## config.mk

```make
export PLATFORM = sky130hd
export DESIGN_NAME = timer_bank
export DESIGN_NICKNAME = d
export VERILOG_FILES = /design/src/rtl/timer_bank.sv
export SDC_FILE = /design/constraint.sdc
export NUM_CORES = 1
export LEC_CHECK = 0
export CORE_UTILIZATION = 64
export DETAILED_ROUTE_END_ITERATION = 16
export PLACE_DENSITY_LB_ADDON = 0.25
export SLEW_MARGIN = 20
export SYNTH_ARGS = -nofsm -noshare
export SYNTH_HDL_FRONTEND = slang
export SYNTH_SLANG_ARGS = --single-unit
```

## constraint.sdc

```tcl
create_clock -name i_clk -period 15.5 [get_ports i_clk]
set_input_delay 3.1 -clock i_clk [delete_from_list [all_inputs] [get_ports i_clk]]
set_output_delay 3.1 -clock i_clk [all_outputs]
set_load 0.005 [all_outputs]
```

## src/rtl/timer_bank.sv

```systemverilog
// NCHAN-channel one-shot/periodic timer sharing one free-running prescaler.
// Outputs registered except the o_rd_count mux; there is no backpressure, and control strobes are accepted every clock.
module timer_bank #(
  parameter int NCHAN = 4,
  parameter int WIDTH = 16,
  parameter int PBITS = 8,
  localparam int CBITS = (NCHAN > 1) ? $clog2(NCHAN) : 1
) (
  input  logic             i_clk,
  input  logic             i_rst,
  input  logic             i_en,
  input  logic [PBITS-1:0] i_prescale,
  input  logic             i_wr,
  input  logic [CBITS-1:0] i_wr_chan,
  input  logic [WIDTH-1:0] i_wr_load,
  input  logic             i_wr_mode,
  input  logic [NCHAN-1:0] i_start,
  input  logic [NCHAN-1:0] i_stop,
  input  logic [NCHAN-1:0] i_ack,
  input  logic [CBITS-1:0] i_rd_chan,
  output logic [WIDTH-1:0] o_rd_count,
  output logic [NCHAN-1:0] o_busy,
  output logic [NCHAN-1:0] o_pulse,
  output logic [NCHAN-1:0] o_expired
);

  localparam logic [1:0] ST_IDLE = 2'd0;
  localparam logic [1:0] ST_RUN  = 2'd1;
  localparam logic [1:0] ST_DONE = 2'd2;

  typedef struct packed {
    logic [WIDTH-1:0] load;
    logic [WIDTH-1:0] cmp;
    logic [WIDTH-1:0] count;
    logic             mode;
    logic             run_mode;
    logic [1:0]       state;
  } chan_t;

  logic [PBITS-1:0]            p_cnt;
  logic                        tick;
  logic [NCHAN-1:0][WIDTH-1:0] count_all;

  // Wraps at p_cnt == i_prescale, or at 2^PBITS if the divider was lowered underneath it.
  assign tick = i_en && (p_cnt == i_prescale);

  always_ff @(posedge i_clk or posedge i_rst) begin
    if (i_rst) begin
      p_cnt <= '0;
    end else if (i_en) begin
      p_cnt <= tick ? '0 : p_cnt + 1'b1;
    end
  end

  for (genvar c = 0; c < NCHAN; c++) begin : g_chan
    chan_t ch_q;
    logic  pulse_q;
    logic  exp_q;
    logic  wr_hit;
    logic  expire;

    assign wr_hit = i_wr && (i_wr_chan == CBITS'(c));
    // Stop and start both pre-empt an expiring tick.
    assign expire = !i_stop[c] && !i_start[c] && (ch_q.state == ST_RUN) && tick &&
                    (ch_q.count == ch_q.cmp);

    always_ff @(posedge i_clk or posedge i_rst) begin
      if (i_rst) begin
        ch_q    <= '0;
        pulse_q <= 1'b0;
        exp_q   <= 1'b0;
      end else begin
        pulse_q <= expire;
        if (wr_hit) begin
          ch_q.load <= i_wr_load;
          ch_q.mode <= i_wr_mode;
        end
        if (i_stop[c]) begin
          ch_q.state <= ST_IDLE;
        end else if (i_start[c]) begin
          ch_q.cmp      <= ch_q.load;
          ch_q.run_mode <= ch_q.mode;
          ch_q.count    <= '0;
          ch_q.state    <= ST_RUN;
        end else if (expire) begin
          if (ch_q.run_mode) begin
            ch_q.count    <= '0;
            ch_q.cmp      <= ch_q.load;
            ch_q.run_mode <= ch_q.mode;
          end else begin
            ch_q.state <= ST_DONE;
          end
        end else if ((ch_q.state == ST_RUN) && tick) begin
          ch_q.count <= ch_q.count + 1'b1;
        end
        if (expire) begin
          exp_q <= 1'b1;
        end else if (i_ack[c]) begin
          exp_q <= 1'b0;
        end
      end
    end

    assign count_all[c]  = ch_q.count;
    assign o_busy[c]     = (ch_q.state == ST_RUN);
    assign o_pulse[c]    = pulse_q;
    assign o_expired[c]  = exp_q;
  end

  always_comb begin
    o_rd_count = '0;
    if (32'(i_rd_chan) < NCHAN) begin
      o_rd_count = count_all[i_rd_chan];
    end
  end

endmodule
```

After elaboration in Yosys (flattened, before gate mapping)
Cells that the tools add are included.
{"block": "word_totals", "reg_bits": 224, "latchBits": 0, "ramBits": 0, "rom_bits": 0, "wordCells": 184, "memories": 0}
{"block": "classes", "addsub": 5, "n_mul": 0, "div": 0, "n_lt_le_gt_ge": 1, "n_eq_ne": 20, "shifts": 0, "mux": 51, "bitwise_logic": 4, "n_reduce_logical": 70}
{"cell": "$mux W32", "n": 8}
{"cell": "$mux W16", "n": 13}
{"cell": "$add A16 B1 Y16 const B", "n": 4}
{"cell": "$eq A16 B16 Y1", "n": 4}
{"cell": "$bmux W16 S2", "n": 1}
{"cell": "$logic_and A1 B1 Y1", "n": 25}
{"cell": "$mux W3", "n": 8}
{"cell": "$ne A3 B3 Y1 const B", "n": 8}
{"cell": "$reduce_and A3 Y1", "n": 8}
{"cell": "$reduce_bool A2 Y1", "n": 12}
{"cell": "$reduce_bool A3 Y1", "n": 8}
{"cell": "$mux W2", "n": 8}
{"cell": "$reduce_and A2 Y1", "n": 8}
{"cell": "$mux W1", "n": 12}
{"cell": "$eq A2 B1 Y1 const B", "n": 5}
{"cell": "$add A8 B1 Y8 const B", "n": 1}
{"cell": "$eq A8 B8 Y1", "n": 1}
{"cell": "$logic_not A1 Y1", "n": 8}
{"cell": "$mux W8", "n": 1}
{"cell": "$eq A2 B2 Y1 const B", "n": 2}
{"cell": "$not A1 Y1", "n": 4}
{"cell": "$lt A2 B3 Y1 const B", "n": 1}
{"cell": "$logic_not A2 Y1", "n": 1}

Longest topological paths before layout
{"block": "logic_depth", "depth_word": 8, "mapped_depth": 8}

Least setup slack after synthesis
OpenSTA, ideal clock, no wires.
{"block": "synth_timing", "path_kind": "in2out", "start": "input i_rd_chan[0]", "end": "output o_rd_count[7]", "arrival_ns": 4.457, "t_required_ns": 12.400, "path_slack_ns": 7.943, "cell_stages": 3, "path_cell_list": "clkbuf_1 > clkbuf_1 > mux4_1"}
{"block": "synth_via", "elab_chain_cells": 2}
{"element": "start, declared", "line_no": "20", "text": "input logic [CBITS-1:0] i_rd_chan,"}
{"element": "$bmux W16 S2", "line_no": "113", "text": "o_rd_count = count_all[i_rd_chan];"}
{"element": "$mux W16 (implied by the code)", "line_no": "113"}
{"element": "end, declared", "line_no": "21", "text": "output logic [WIDTH-1:0] o_rd_count,"}
Every way passes these cells. The select of a mux whose other input is x is not followed.

Worst setup path in the final report
Ends and elaborated chain as after synthesis.

==> run metrics <==
worst hold start g_chan[3].ch_q[44]$_DFFE_PP0P_; status finished, final reports clean; final period utilization 50.0%; H-tree lvl count 1; min Tclk post-route 7.74 ns; Critical R2R Launch count_all[50]$_DFFE_PP0P_; Peak VDD IR 0.0885 mV; Num CTS Buffers 23; Slew headroom 28.2%; post-layout net count 1116; post-route ant nets 0; Overall Power 1.64 mW; Max-Cap Viols 0; Longest Clk Path Bufs 3; global-route usage over all layers 33.1%; Die Height 136 um; Worst Skew 0.0153 ns; CTS tree yes; crit start category primary input; setup violators final 0; first-pass GRT wire length 45300 um; Post-CTS Setup Bufs 0; syn nets 1064; routability cong. 0.937; mean post-synth cell area 11.3 sq um; clock-pin slew on the worst setup and hold paths 0.05 ns; YS warnings 0; wirelength, routed 29100 um; routed len/inst 22.3 um; crit path DAT 4.64 ns; Min-Delay Path Class register to register; Site Rows 48; # fillers 1217; Tightest Pin Transition 1.08 ns; hold buffers post-CTS 0; CTS sink count 224; ys flop type dfrtp_1; grt total ovfl 0; filler-free cell count of the finished design 1304; Multi-input gate area 5390 sq um; clock latency on the worst-skew pair 0.51 ns; Worst EP required 12.40 ns; core box area 17400 sq um; crit-path max FO 16; Buffers on Ports 72; Power Density 126 nW/um^2; Critical Path End Type primary output; Final Hold Violating Endpoints 0; DR vias/cell 6.54; Pleak 5.46 nW; Async SR Flop Fraction 100%; Die X 136 um; Hold Crit Endpoint g_chan[3].ch_q[28]$_DFFE_PP0P_; largest net degree at the start of global routing 153; initial antenna violation count 0; DRT iter0 DRCs 818; vias post-DR 8522; Die Area 18400 sq um; post-synth cell types 60; Max Transition Viols Final 0; flip-flop and latch area 5610 sq um; I/O pin total 73; Worst Reg-to-Reg Cells 6; Crit Path Category primary input to primary output; DP Wirelength 20500 um; hold depth 1; post-synthesis sequential area ratio 48.9%; Post-synth EDFFs 0; RSZ-0062 raised after global routing no; dpl cells 1266; #FFs+latches synth 224; post-CTS sizing 0; Mapped Area 11500 sq um; vias in the first global route 8088; WHS 0.492 ns; ant diodes 0; Root Driver clkbuf_16; layout cells sized above 1 19.6%; drc violations 0; FF-to-FF setup slack 12.33 ns; Area Overhead vs Synth 13.3%; Max Fclk 129 MHz; Initial Util 65.8%; Gate Count Post-Synth 1014; DR pass1 iterations 5; Fin Setup TNS 0 ns; Reg-to-Reg End g_chan[3].ch_q[31]$_DFFE_PP0P_
[metal layers]
layer  vias to the layer above  GRT usage, %  share of wire (%)
li1                       3807             -                  -
met1                      4185          46.6                 41
met2                       435          48.8                 44
met3                        95          5.84                8.8
met4                         0          18.1                6.1
met5                         -             0                  0
[Yosys cell counts (5+ instances only)]
master,count,area (sq um)
a21oi_1,19,95.1
a22oi_1,22,165
a31oi_1,25,156
and2_1,9,56.3
and3_1,10,62.6
and4_1,10,87.6
buf_2,11,55.1
buf_4,10,75.1
clkbuf_1,25,93.8
dfrtp_1,224,5610
ha_1,5,62.6
inv_1,54,203
mux2_2,122,1370
mux2_4,10,150
mux2i_1,7,70.1
mux4_2,15,338
nand2_1,53,199
nand2b_1,5,31.3
nand3_1,65,325
nand3b_1,12,90.1
nand4_1,25,156
nor2_1,49,184
nor2b_1,6,37.5
nor3_1,27,135
nor4_1,11,68.8
o211ai_1,11,82.6
o21ai_0,33,165
o31ai_1,5,37.5
xnor2_1,40,350
xor2_1,38,333
[layout make-up]
class | instances | share of cell area [%]
multi-input combinational | 684 | 41.5
sequential | 224 | 43.2
tap | 225 | 2.17
inverter | 54 | 1.66
timing repair buffer | 79 | 5.88
clock inverter | 4 | 0.376
clock buffer | 34 | 5.22
[cell usage in the layout, fill, tap and decap left out, types with 25 or more instances in the layout]
cell | synthesis | layout
nand4_1 | 25 | 25
inv_1 | 54 | 53
nor2_1 | 49 | 49
mux2_2 | 122 | 122
xnor2_1 | 40 | 40
clkdlybuf4s50_1 | 0 | 70
xor2_1 | 38 | 38
nor3_1 | 27 | 27
o21ai_0 | 33 | 33
nand3_1 | 65 | 65
dfrtp_1 | 224 | 224
nand2_1 | 53 | 53
[registers in the layout, indices dropped and copies added (netlist names)]
signal,cells
g_chan.ch_q,144
count_all,64
p_cnt,8
g_chan.exp_q,4
g_chan.pulse_q,4
[worst max-delay path by stage]
stage / depth (start not counted) / end / slack [ns] / from
after floorplan: 1 / count_all[0]$_DFFE_PP0P_ / 6.27 / i_rst
after global placement: 3 / o_rd_count[7] / 6.99 / i_rd_chan[0]
after detailed placement: 3 / o_rd_count[7] / 6.93 / i_rd_chan[0]
after CTS: 3 / o_rd_count[7] / 6.93 / i_rd_chan[0]
after global routing: 3 / o_rd_count[7] / 7.67 / i_rd_chan[0]
final: 3 / o_rd_count[7] / 7.76 / i_rd_chan[0]
[critical path, stage by stage]
cell and delay, ns:
buf_2 0.46, mux4_1 0.62, clkdlybuf4s50_1 0.45
[kinds of logic (layout without fill, tap and decap cells)]
family | count (synthesis) | in the layout | synth area share [%]
flip-flops | 224 | 224 | 48.9
buffers and inverters | 106 | 171 | 4.18
adder cells (fa/ha/maj) | 5 | 5 | 0.546
XOR/XNOR | 78 | 78 | 5.96
AND/OR/NAND/NOR | 295 | 295 | 13.9
multiplexers | 156 | 156 | 17.2
AO/OA/AOI/OAI | 150 | 150 | 9.26
[where the power goes]
group / switching, mW / total, mW / internal, mW
clock: 0.221 / 0.537 / 0.317
combinational: 0.132 / 0.297 / 0.165
sequential: 0.114 / 0.804 / 0.690
total: 0.467 / 1.64 / 1.17
[metrics by stage]
step	worst slack (ns)	util (%)	instance area, sq um
after floorplan	6.27	-	11500
after global placement	6.99	70.3	12200
after detailed placement	6.93	70.4	12300
after CTS	6.93	74.5	13000
after global routing	7.67	74.5	13000
final	7.76	74.5	13000
Note: power is estimated with default switching activity, not from simulation.
